<file path="src/rtl/ide_pkg.sv">
// Shared types and the PIO timing table for the IDE PIO sequencer.
package ide_pkg;

  typedef enum logic [2:0] {
    IDLE,
    SETUP,
    STROBE,
    WAIT_RDY,
    ACK,
    RECOVER
  } ide_state_t;

  typedef logic [2:0] ide_mode_t;

  typedef struct packed {
    logic [1:0] setup;
    logic [1:0] pulse;
    logic [1:0] recover;
  } ide_timing_t;

  localparam ide_mode_t IDE_MAX_MODE = 3'd4;

  // Cycle counts at ~7.09 MHz; modes 3 and 4 are both limited by one bus clock.
  localparam ide_timing_t IDE_PIO_TIMING [0:4] = '{
    '{setup: 2'd1, pulse: 2'd3, recover: 2'd2},
    '{setup: 2'd1, pulse: 2'd2, recover: 2'd1},
    '{setup: 2'd0, pulse: 2'd2, recover: 2'd1},
    '{setup: 2'd0, pulse: 2'd1, recover: 2'd0},
    '{setup: 2'd0, pulse: 2'd1, recover: 2'd0}
  };

endpackage

</file>
<file path="src/rtl/ide_timing_lut.sv">
// Combinational PIO mode to setup/pulse/recovery lookup; modes above 4 clamp to 4.
module ide_timing_lut
  import ide_pkg::*;
(
  input  ide_mode_t   mode,
  output ide_timing_t timing
);

  ide_mode_t mode_clamped;

  always_comb begin
    mode_clamped = (mode > IDE_MAX_MODE) ? IDE_MAX_MODE : mode;
    timing       = IDE_PIO_TIMING[mode_clamped];
  end

endmodule

</file>
<file path="src/rtl/ide_pio_sequencer.sv">
// ATA PIO strobe/DTACK sequencer for the 68000 IDE port.
// Optional IORDY timeout is built when IDE_IORDY_TIMEOUT_EN is defined.
module ide_pio_sequencer
  import ide_pkg::*;
#(
  parameter int TIMEOUT_CYC = 255
) (
  input  logic       CLK,
  input  logic       RESET_n,
  input  logic       AS_n,
  input  logic       UDS_n,
  input  logic       LDS_n,
  input  logic       RW,
  input  logic       ide_access,
  input  logic       ide_enabled,
  input  logic       IORDY,
  input  logic       mode_wr,
  input  logic [2:0] mode_data,
  output logic       IOR_n,
  output logic       IOW_n,
  output logic       DTACK,
  output logic       busy,
  output logic       timeout_err
);

  ide_state_t  state, state_d, rec_state;
  logic [1:0]  cnt, cnt_d, rec_cnt;
  ide_mode_t   mode_pend;
  ide_timing_t lut_t, cur_t, t_use;
  logic        rw_q, rw_use;
  logic        req, strobe_on;
  logic        ior_d, iow_d, dtack_d;

`ifdef IDE_IORDY_TIMEOUT_EN
  localparam int TW = $clog2(TIMEOUT_CYC + 1);
  localparam logic [TW-1:0] TMO_LAST = TW'(TIMEOUT_CYC - 1);
  logic [TW-1:0] tmo_cnt;
  logic          tmo_hit, tmo_fire, tmo_err_q;
`endif

  ide_timing_lut u_lut (
    .mode   (mode_pend),
    .timing (lut_t)
  );

  assign req = !AS_n && ide_access && ide_enabled && (!UDS_n || !LDS_n);

  // While idle the pending mode is live; once a cycle starts its timing is frozen.
  assign t_use  = (state == IDLE) ? lut_t : cur_t;
  assign rw_use = (state == IDLE) ? RW : rw_q;

  // NOTE: the reset is sampled on the clock edge, so every register (including
  // the timing/mode holding registers) sits inside the same synchronous branch.
  always_ff @(posedge CLK) begin
    if (!RESET_n) begin
      state     <= IDLE;
      cnt       <= 2'd0;
      mode_pend <= 3'd0;
      cur_t     <= IDE_PIO_TIMING[0];
      rw_q      <= 1'b1;
      IOR_n     <= 1'b1;
      IOW_n     <= 1'b1;
      DTACK     <= 1'b0;
    end else begin
      // NOTE: non-blocking assignments so every register samples pre-edge values.
      state <= state_d;
      cnt   <= cnt_d;
      cur_t <= t_use;
      rw_q  <= rw_use;
      IOR_n <= ior_d;
      IOW_n <= iow_d;
      DTACK <= dtack_d;
      if (mode_wr) mode_pend <= mode_data;
    end
  end

`ifdef IDE_IORDY_TIMEOUT_EN
  assign tmo_hit  = (tmo_cnt == TMO_LAST);
  assign tmo_fire = (state == WAIT_RDY) && !AS_n && !IORDY && tmo_hit;

  always_ff @(posedge CLK) begin
    if (!RESET_n) begin
      tmo_cnt   <= '0;
      tmo_err_q <= 1'b0;
    end else begin
      tmo_cnt <= (state == WAIT_RDY) ? tmo_cnt + 1'b1 : '0;
      if (tmo_fire)     tmo_err_q <= 1'b1;
      else if (mode_wr) tmo_err_q <= 1'b0;
    end
  end

  assign timeout_err = tmo_err_q;
`else
  logic unused_timeout_cfg;
  assign unused_timeout_cfg = (TIMEOUT_CYC > 0);
  assign timeout_err        = 1'b0;
`endif

  always_comb begin
    // NOTE: defaults first so no path through the case leaves a latch behind.
    state_d   = state;
    cnt_d     = cnt;
    rec_state = (t_use.recover == 2'd0) ? IDLE : RECOVER;
    rec_cnt   = t_use.recover - 2'd1;
    case (state)
      IDLE: if (req) begin
        if (t_use.setup == 2'd0) begin
          state_d = STROBE;
          cnt_d   = t_use.pulse - 2'd1;
        end else begin
          state_d = SETUP;
          cnt_d   = t_use.setup - 2'd1;
        end
      end
      SETUP: begin
        if (AS_n) begin
          state_d = rec_state;
          cnt_d   = rec_cnt;
        end else if (cnt == 2'd0) begin
          state_d = STROBE;
          cnt_d   = t_use.pulse - 2'd1;
        end else begin
          cnt_d = cnt - 2'd1;
        end
      end
      STROBE: begin
        if (AS_n) begin
          state_d = rec_state;
          cnt_d   = rec_cnt;
        end else if (cnt == 2'd0) begin
          state_d = IORDY ? ACK : WAIT_RDY;
        end else begin
          cnt_d = cnt - 2'd1;
        end
      end
      WAIT_RDY: begin
        if (AS_n) begin
          state_d = rec_state;
          cnt_d   = rec_cnt;
        end else if (IORDY) begin
          state_d = ACK;
        end
`ifdef IDE_IORDY_TIMEOUT_EN
        else if (tmo_hit) begin
          state_d = ACK;
        end
`endif
      end
      ACK: if (AS_n) begin
        state_d = rec_state;
        cnt_d   = rec_cnt;
      end
      RECOVER: begin
        if (cnt == 2'd0) state_d = IDLE;
        else             cnt_d   = cnt - 2'd1;
      end
      default: state_d = IDLE;
    endcase
  end

  // Outputs are registered from the next state so they change on the same edge.
  always_comb begin
    strobe_on = (state_d == STROBE) || (state_d == WAIT_RDY);
    ior_d     = !(strobe_on && rw_use);
    iow_d     = !(strobe_on && !rw_use);
    dtack_d   = (state_d == ACK);
  end

  assign busy = (state != IDLE);

endmodule

</file>
<file path="config.mk">
export PLATFORM = sky130hd
export DESIGN_NAME = ide_pio_sequencer
export DESIGN_NICKNAME = d
export VERILOG_FILES = /design/src/rtl/ide_pkg.sv /design/src/rtl/ide_timing_lut.sv /design/src/rtl/ide_pio_sequencer.sv
export SDC_FILE = /design/constraint.sdc
export NUM_CORES = 1
export LEC_CHECK = 0
export ABC_AREA = 1
export ABC_CLOCK_PERIOD_IN_PS = 4000
export BUFFER_PORTS_ARGS = -buffer_cell sky130_fd_sc_hd__buf_2
export CAP_MARGIN = 20
export CELL_PAD_IN_SITES_DETAIL_PLACEMENT = 1
export CELL_PAD_IN_SITES_GLOBAL_PLACEMENT = 2
export CORE_MARGIN = 5
export CORE_UTILIZATION = 25
export DETAILED_ROUTE_END_ITERATION = 16
export GPL_ROUTABILITY_DRIVEN = 0
export PLACE_DENSITY = 0.78
export SKIP_LAST_GASP = 1
export SLEW_MARGIN = 5
export SYNTH_ARGS = -nofsm -noshare
export SYNTH_HDL_FRONTEND = slang
export SYNTH_HIERARCHICAL = 1
export SYNTH_SLANG_ARGS = --single-unit
</file>
<file path="constraint.sdc">
create_clock -name CLK -period 4 [get_ports CLK]
set_input_delay 0.8 -clock CLK [delete_from_list [all_inputs] [get_ports CLK]]
set_output_delay 0.8 -clock CLK [all_outputs]
set_load 0.05 [all_outputs]
</file>
==> metrics.md, run 1 <==
| Metric | Value |
|---|---|
| EDFF count, synth | `0` |
| PortBufs | `16` |
| Critical path class | `register to primary output` |
| Die Width | `78.1 um` |
| Final wirelength | `3020 um` |
| Synth warnings | `6` |
| Clk Latency, worst-skew pair | `260 ps` |
| Drt pass-1 iters | `3` |
| Initial Util | `0.262` |
| Largest net degree at the start of global routing | `14` |
| Hold_buf cts | `0` |
| Cells after DPL | `245` |
| Post-CTS setup buffers | `0` |
| Setup crit end kind | `primary output` |
| Hold endpoint | `cur_t[1]` |
| Critical path, cell by cell | `nor2_4 -> nand2_4 -> buf_2` |
| Fin nets | `214` |
| Fin Clk Skew | `4.23 ps` |
| Non-Filler Instances | `249` |
| Die height | `78.1 um` |
| Final Hold Fails | `0` |
| RSZ-0062 raised after global routing | `no` |
| Ys async rst share | `0` |
| Hold WC Path Type | `register to register` |
| Ratio of cells with drive above 1 in the final layout | `0.203` |
| FP Rows | `24` |
| Leak | `0.000694 uW` |
| Core footprint | `0.00441 mm^2` |
| R2R Path Start | `mode_pend[2]` |
| CTS tree | `done` |
| I/O pins | `18` |
| Slowest CP cell | `dfxtp_1` |
| WL per Instance | `12.1 um` |
| Via/cell ratio | `4.53` |
| Top FF cell, synth | `dfxtp_1` |
| Routed Antenna Nets | `0` |
| Worst EP arrival | `1340 ps` |
| Hold Path Depth | `2` |
| Post-layout util | `0.301` |
| CP max stage delay | `470 ps` |
| Top post-synthesis cells by area | `dfxtp_1 (31%), nand2_1 (14%), inv_1 (8.4%)` |
| Vias | `1,127` |
| Sequential area share after synthesis | `0.311` |
| Synth area leader | `dfxtp_1` |
| CP max FO | `13` |
| Area Growth Syn to Fin | `14.7%` |
| Global route overflow | `0` |
| CTS H-Tree Depth | `1` |
| Fmax | `0.467 GHz` |
| Syn avg cell area | `6.40 um^2` |
| DPL Wire Length | `2460 um` |
| Gr usage total | `0.102` |
| Vias in the first global route | `1,113` |
| Synth Register Bits | `18` |
| Num CTS Buffers | `3` |
| Fillers | `593` |
| Critical Path RT | `3200 ps` |
| Final setup TNS | `0 ps` |
| Share of the synthesized area in the top cell type | `0.311` |
| Reg-to-reg slack, setup | `2010 ps` |
| Residual DRC count | `0` |
| Final setup vio count | `0` |
| Critical path startpoint category | `register` |
| Cts repair resizes | `0` |
| CTS Buffer Depth | `2` |
| Clk sinks | `18` |
| Count leader, synth | `nand2_1` |
| Clk slew on worst S/H paths | `70 ps` |
| Max Cap Viol | `0` |
| Yosys cell types | `29` |
| Final min period | `2140 ps` |
| Total Power | `616 uW` |
| Synth top cells by count | `nand2_1 (43), inv_1 (26), nor2_1 (23)` |
| DRT iter0 DRCs | `31` |
| Net Count, Synth | `197` |
| Hold path start | `cur_t[1]` |
| Antenna violations before repair | `0` |
| Die ar. | `0.00610 mm^2` |
| Count of mapped cells out of synthesis | `181` |
| CTS Root Cell | `clkbuf_8` |
| Cell Area, Synth | `0.00116 mm^2` |
| Antenna Cells | `0` |
| Tcrit/Tclk final | `0.535` |
| Pwr Density | `463 mW/mm^2` |
| Global-route wire length before repair | `5030 um` |
| Run status | `finished clean` |
| Pins Over Slew Limit | `0` |
| Reg2Reg Depth | `12` |
| Max IR drop VDD | `185 uV` |
| Worst R2R End | `cnt[1]` |
cell families after synthesis:
family,share of synthesized area
AO/OA/AOI/OAI,0.141
adder cells (fa/ha/maj),0.0324
buffers and inverters,0.123
flip-flops,0.311
multiplexers,0.0173
other,0.00648
AND/OR/NAND/NOR,0.368
worst max-delay path, delay by kind of cell (launching register included):
kind | cells | cell delay (ps)
and+or+nand+nor | 2 | 290
DFF | 1 | 470
buffers and inverters | 1 | 300
how the worst max path moves through the flow:
| stage | from | end | cells past startpoint |
|---|---|---|---|
| floorplan | mode_pend[2] | cnt[1] | 12 |
| global placement | AS_n | cnt[0] | 8 |
| detailed placement | mode_pend[2] | cnt[1] | 12 |
| CTS | state[1] | busy | 3 |
| global route | state[1] | busy | 3 |
| finish | state[1] | busy | 3 |
final cells by class:
cell class / instances / area, um^2 / share of cell area
Tap cell: 52 / 65.1 / 0.0490
Sequential cell: 18 / 360 / 0.271
Timing Repair Buffer: 16 / 80.1 / 0.0603
Multi-Input combinational cell: 129 / 656 / 0.493
Inverter: 30 / 113 / 0.0847
Clock buffer: 4 / 55.1 / 0.0414
through the flow:
stage / hold slack (ps) / setup WS (ps) / instance area [um^2]
2_1_floorplan: 441 / 2270 / 1160
5_1_grt: 502 / 1770 / 1330
3_5_place_dp: 473 / 2000 / 1270
6_report: 490 / 1860 / 1330
4_1_cts: 490 / 1850 / 1330
3_3_place_gp: 469 / 2030 / 1270
registers in the layout, summed over array words and instances, names as in the netlist:
signal	cells
DTACK	1
IOW_n	1
IOR_n	1
state	3
cnt	2
cur_t	6
rw_q	1
mode_pend	3
routing by layer:
metal  share of wire  up-vias  GRT usage
li1                -      596          -
met1            0.49      510      0.129
met2            0.46       15      0.165
met3           0.034        6     0.0320
met4           0.015        0     0.0304
met5               0        -          0
power breakdown:
part	internal (uW)	switching [uW]
Combinational	77.5	165
Sequential	202	17.9
Clock	87.7	65.8
Total	367	249
cell usage in the layout, fill, tap and decap left out, types with 3 or more instances in the layout:
master and n:
o21ai_0 10, a21oi_1 3, nand2_1 43, clkbuf_8 4, inv_2 4, ha_1 3
nor2_1 23, inv_1 26, a21oi_2 3, nand3_1 14, dfxtp_1 18, buf_2 16
nand2_2 7, o22ai_1 3
(Power assumes the default switching activity.)
==> inputs of run 2 (changes only) <==
- ABC_CLOCK_PERIOD_IN_PS: 4000 -> 1800
- PLACE_DENSITY: 0.78 -> 0.81
- clock period: 4 -> 1.8 ns (I/O delays scaled with it)
==> run 2 against run 1 <==
Net effect:
- count of clock-buffer cells in the layout unchanged
- utilization increased by 2.1 points
- sequential cell count unchanged
- first-iteration DRC count increased by 90%
- worst hold slack got worse by 170 ps
- cell count increased by 3.6%
- clock skew about the same
- global-route usage increased by 0.087 points
- clock power increased by 120%
- via count increased by 3.5%
- sequential power increased by 120%
- largest power group unchanged
- highest routed layer unchanged
- critical endpoint is now cnt[1]
==> metrics.md, run 2 (synthesis results as in run 1) <==
| Metric | Value |
|---|---|
| Run status | `finished clean` |
| WL per Instance | `11.7 um` |
| Largest net degree at the start of global routing | `14` |
| Final instance area | `0.00142 mm^2` |
| CP max FO | `3` |
| Clk sinks | `18` |
| Die ar. | `0.00610 mm^2` |
| Critical path, cell by cell | `inv_2 -> nand2_2 -> ha_4 -> inv_1 -> nor2_1 -> o21ai_2 -> ha_1 -> o22ai_1 -> nor2_1 -> nand2_1 -> nand2_1 -> a21oi_2` |
| Worst EP arrival | `1920 ps` |
| Max FFs per register | `6` |
| Fin nets | `223` |
| Reg-to-reg slack, setup | `70 ps` |
| Ratio of cells with drive above 1 in the final layout | `0.267` |
| Residual DRC count | `0` |
| Wl on met1 | `1560 um` |
| Routed Antenna Nets | `0` |
| Tcrit/Tclk final | `0.959` |
| I/O pins | `18` |
| Die height | `78.1 um` |
| Max Cap Viol | `0` |
| DPL Wire Length | `2460 um` |
| Die Width | `78.1 um` |
| Final Hold Fails | `0` |
| Gr usage total | `0.103` |
| Leak | `0.000741 uW` |
| Critical path startpoint category | `register` |
| Vias in the first global route | `1,094` |
| Met3 WL | `101 um` |
| CTS Buffer Depth | `2` |
| Global-route wire length before repair | `5190 um` |
| Pins Over Slew Limit | `0` |
| Clk Latency, worst-skew pair | `260 ps` |
| Initial Util | `0.262` |
| CTS tree | `done` |
| Reg with most FFs | `cur_t` |
| Pwr Density | `1000 mW/mm^2` |
| Num CTS Buffers | `3` |
| Vias | `1,167` |
| CTS H-Tree Depth | `1` |
| Slowest CP cell | `dfxtp_2` |
| Area Growth Syn to Fin | `22.6%` |
| Final wirelength | `3030 um` |
| Antenna Cells | `0` |
| Fmax | `0.579 GHz` |
| Final setup TNS | `0 ps` |
| Uppermost routed layer | `met4` |
| PortBufs | `16` |
| Met2 WL post-DR | `1340 um` |
| Antenna violations before repair | `0` |
| Critical path class | `register to register` |
| RSZ-0062 raised after global routing | `yes` |
| Final setup vio count | `0` |
| Hold WC Path Type | `input pin to register` |
| Most frequent cells in the layout | `nand2_1 (41), inv_1 (26), nor2_1 (23)` |
| Critical path buffers and inverters | `2` |
| Clk slew on worst S/H paths | `80 ps` |
| Drt pass-1 iters | `4` |
| Fin Clk Skew | `4.29 ps` |
| Critical Path RT | `1990 ps` |
| Most common cell after layout, fill and taps aside | `nand2_1` |
| Top delay family on crit path | `adder cells` |
| CTS Root Cell | `clkbuf_8` |
| Hold_buf cts | `0` |
| Top Registers | `cur_t x6, mode_pend x3, state x3` |
| Placed cell areas | `0.00133 mm^2` |
| Fillers | `580` |
| Core footprint | `0.00441 mm^2` |
| CP max stage delay | `330 ps` |
| Max IR drop VDD | `385 uV` |
| Setup crit end kind | `register` |
| FP Rows | `24` |
| DRT iter0 DRCs | `59` |
| Global route overflow | `0` |
| Post-layout util | `0.322` |
| Via/cell ratio | `4.52` |
| Final min period | `1730 ps` |
[run 2: worst min-delay path: cells and delay by family]
family,cells,cell delay [ps]
buf+inv,1,80
simple gates,2,110
[run 2: layout make-up]
cell class | instances | area (um^2) | area share
Multi-Input combinational cell | 129 | 677 | 0.477
Sequential cell | 18 | 363 | 0.256
Timing Repair Buffer | 25 | 148 | 0.104
Tap cell | 52 | 65.1 | 0.0458
Inverter | 30 | 113 | 0.0793
Clock buffer | 4 | 55.1 | 0.0388
[run 2: repair_timing]
action | 4_1_cts | 5_1_grt
gates resized for setup | 0 | 7
setup buffers | 0 | 1
setup endpoints to repair | 0 | 4
[run 2: metrics by stage]
stage | hold WS (ps) | power (uW) | setup slack, ps | instances
floorplan | 441 | 922 | 71.4 | 181
global placement | 467 | 1070 | 129 | 253
detailed placement | 465 | 1080 | 59.6 | 253
CTS | 324 | 1430 | 6.95 | 257
global route | 339 | 1540 | -53.1 | 258
finish | 324 | 1420 | 74.1 | 258
[run 2: metal layers]
metal / up-vias / track usage
li1: 613 / -
met1: 536 / 0.147
met2: 14 / 0.157
met3: 4 / 0.0217
met4: 0 / 0.0253
met5: - / 0
[run 2: path summary, 6_finish.rpt]
path | end | startpoint | cells past startpoint
min reg2reg | cur_t[1] | cur_t[1] | 2
max reg2reg | cnt[1] | mode_pend[2] | 12
min | mode_pend[2] | mode_data[2] | 3
max | cnt[1] | mode_pend[2] | 12
[run 2: power breakdown]
part	internal [uW]	total, uW	switching [uW]
clock network	194	341	147
logic	216	596	381
registers	449	484	34.6
==> inputs of run 3 (changes only) <==
- ABC_CLOCK_PERIOD_IN_PS: 1800 -> 2200
- PLACE_DENSITY: 0.81 -> 0.78
- clock period: 1.8 -> 2.2 ns (I/O delays scaled with it)
==> run 3 against run 2 <==
Net effect:
- global-route usage rose by 0.66 points
- die area did not move
- via count fell by 4.6%
==> metrics.md, run 3 (synthesis results as in run 1) <==
| Metric | Value |
|---|---|
| Gr usage total | `0.109` |
| Final setup vio count | `0` |
| Combinational power share | `0.394` |
| Final min period | `1870 ps` |
| Switch Pwr | `458 uW` |
| Critical Path RT | `2410 ps` |
| Setup crit end kind | `register` |
| Uppermost routed layer | `met4` |
| CTS Root Cell | `clkbuf_8` |
| CP max FO | `4` |
| CTS Buffer Depth | `2` |
| Most common cell after layout, fill and taps aside | `nand2_1` |
| Ratio of cells with drive above 1 in the final layout | `0.207` |
| CP max stage delay | `380 ps` |
| Max IR drop VDD | `258 uV` |
| Seq pwr share | `0.352` |
| Met3 WL | `85 um` |
| CTS H-Tree Depth | `1` |
| Leak | `0.000699 uW` |
| R2R Path Start | `mode_pend[1]` |
| Critical path startpoint category | `register` |
| Post-CTS setup buffers | `0` |
| Hold WC Path Type | `input pin to register` |
| Clock share of power | `0.254` |
| RSZ-0062 raised after global routing | `no` |
| Slowest CP cell | `dfxtp_1` |
| Most used cell along the critical path | `nand2_1` |
| Clk slew on worst S/H paths | `80 ps` |
| Max Cap Viol | `0` |
| Initial Util | `0.262` |
| Wl on met1 | `1540 um` |
| Final wirelength | `3090 um` |
| Num CTS Buffers | `3` |
| Pwr Density | `843 mW/mm^2` |
| Worst EP arrival | `2080 ps` |
| Antenna Cells | `0` |
| Residual DRC count | `0` |
| CTS tree | `done` |
| Largest net degree at the start of global routing | `14` |
| PortBufs | `16` |
| Met2 WL post-DR | `1400 um` |
| Reg with most FFs | `cur_t` |
| Final Hold Fails | `0` |
| Clk sinks | `18` |
| Die height | `78.1 um` |
| Critical path, cell by cell | `nand2_1 -> ha_1 -> inv_1 -> nor2_1 -> o21ai_1 -> ha_1 -> o22ai_1 -> nor2_1 -> nand2_1 -> nand2_1 -> a21oi_2` |
| WL per Instance | `12.3 um` |
| Final setup TNS | `0 ps` |
| Core footprint | `0.00441 mm^2` |
| Critical path class | `register to register` |
| Clk Latency, worst-skew pair | `270 ps` |
| Drt pass-1 iters | `4` |
| FP Rows | `24` |
| Max FFs per register | `6` |
| Hold path start | `mode_data[2]` |
| Crit path launch | `mode_pend[1]` |
| Global route overflow | `0` |
| Final hold slack | `398 ps` |
| Fin Clk Skew | `5.94 ps` |
| Hold_buf cts | `0` |
| Internal Power | `668 uW` |
| DRT iter0 DRCs | `24` |
| Net Sw Frac | `0.407` |
| Area Growth Syn to Fin | `15.3%` |
| Top Registers | `cur_t x6, mode_pend x3, state x3` |
| Vias | `1,113` |
| Fillers | `570` |
| Most frequent cells in the layout | `nand2_1 (43), inv_1 (26), nor2_1 (23)` |
| Tcrit/Tclk final | `0.852` |
| Post-layout util | `0.303` |
| Routed Antenna Nets | `0` |
| Via/cell ratio | `4.45` |
| Antenna violations before repair | `0` |
| Die ar. | `0.00610 mm^2` |
| Vias in the first global route | `1,146` |
| Global-route wire length before repair | `5310 um` |
| Die Width | `78.1 um` |
| Fin nets | `215` |
| Cts repair resizes | `0` |
| Pins Over Slew Limit | `0` |
| DPL Wire Length | `2500 um` |
| Fmax | `0.533 GHz` |
| Reg-to-reg slack, setup | `330 ps` |
| Run status | `finished clean` |
| I/O pins | `18` |
-- run 3: changes by cell type in the layout (fill, tap and decap cells not counted), sizes merged --
cell | before | now
buf | 25 | 17
-- run 3: worst max-delay path, delay by kind of cell, from the launching register on --
kind	cells	cell delay, ps
adder cells (fa/ha/maj)	2	590
AO/OA/AOI/OAI	3	490
flip-flops	1	380
buffers and inverters	1	60
AND/OR/NAND/NOR	5	280
-- run 3: worst paths after layout --
path	cells after the start	to
max	11	cnt[1]
min	3	mode_pend[2]
max reg2reg	11	cnt[1]
min reg2reg	2	cur_t[1]
-- run 3: cell type report --
type	count	area, um^2	area share
clock buffer	4	55.1	0.0412
multi-input combinational	129	656	0.491
tap	52	65.1	0.0487
timing repair buffer	17	87.6	0.0655
sequential	18	360	0.270
inverter	30	113	0.0843
-- run 3: metrics by stage --
step / instance area (um^2) / cells / total power, uW / worst slack, ps
floorplan: 1160 / 181 / 755 / 471
global placement: 1280 / 246 / 854 / 358
detailed placement: 1280 / 246 / 853 / 341
CTS: 1340 / 250 / 1150 / 316
global route: 1340 / 250 / 1230 / 104
finish: 1340 / 250 / 1130 / 325
-- run 3: per-layer routing --
layer | vias to the layer above | track usage
met5 | - | 0
met4 | 0 | 0.0456
met3 | 5 | 0.0240
met2 | 13 | 0.174
met1 | 500 | 0.142
li1 | 595 | -
-- run 3: power by group through the flow --
stage | clock network [uW] | logic [uW] | registers (uW)
2_1_floorplan | 0 | 343 | 411
3_3_place_gp | 0 | 451 | 404
3_5_place_dp | 0 | 449 | 404
4_1_cts | 300 | 451 | 397
5_1_grt | 310 | 513 | 403
6_report | 286 | 444 | 397
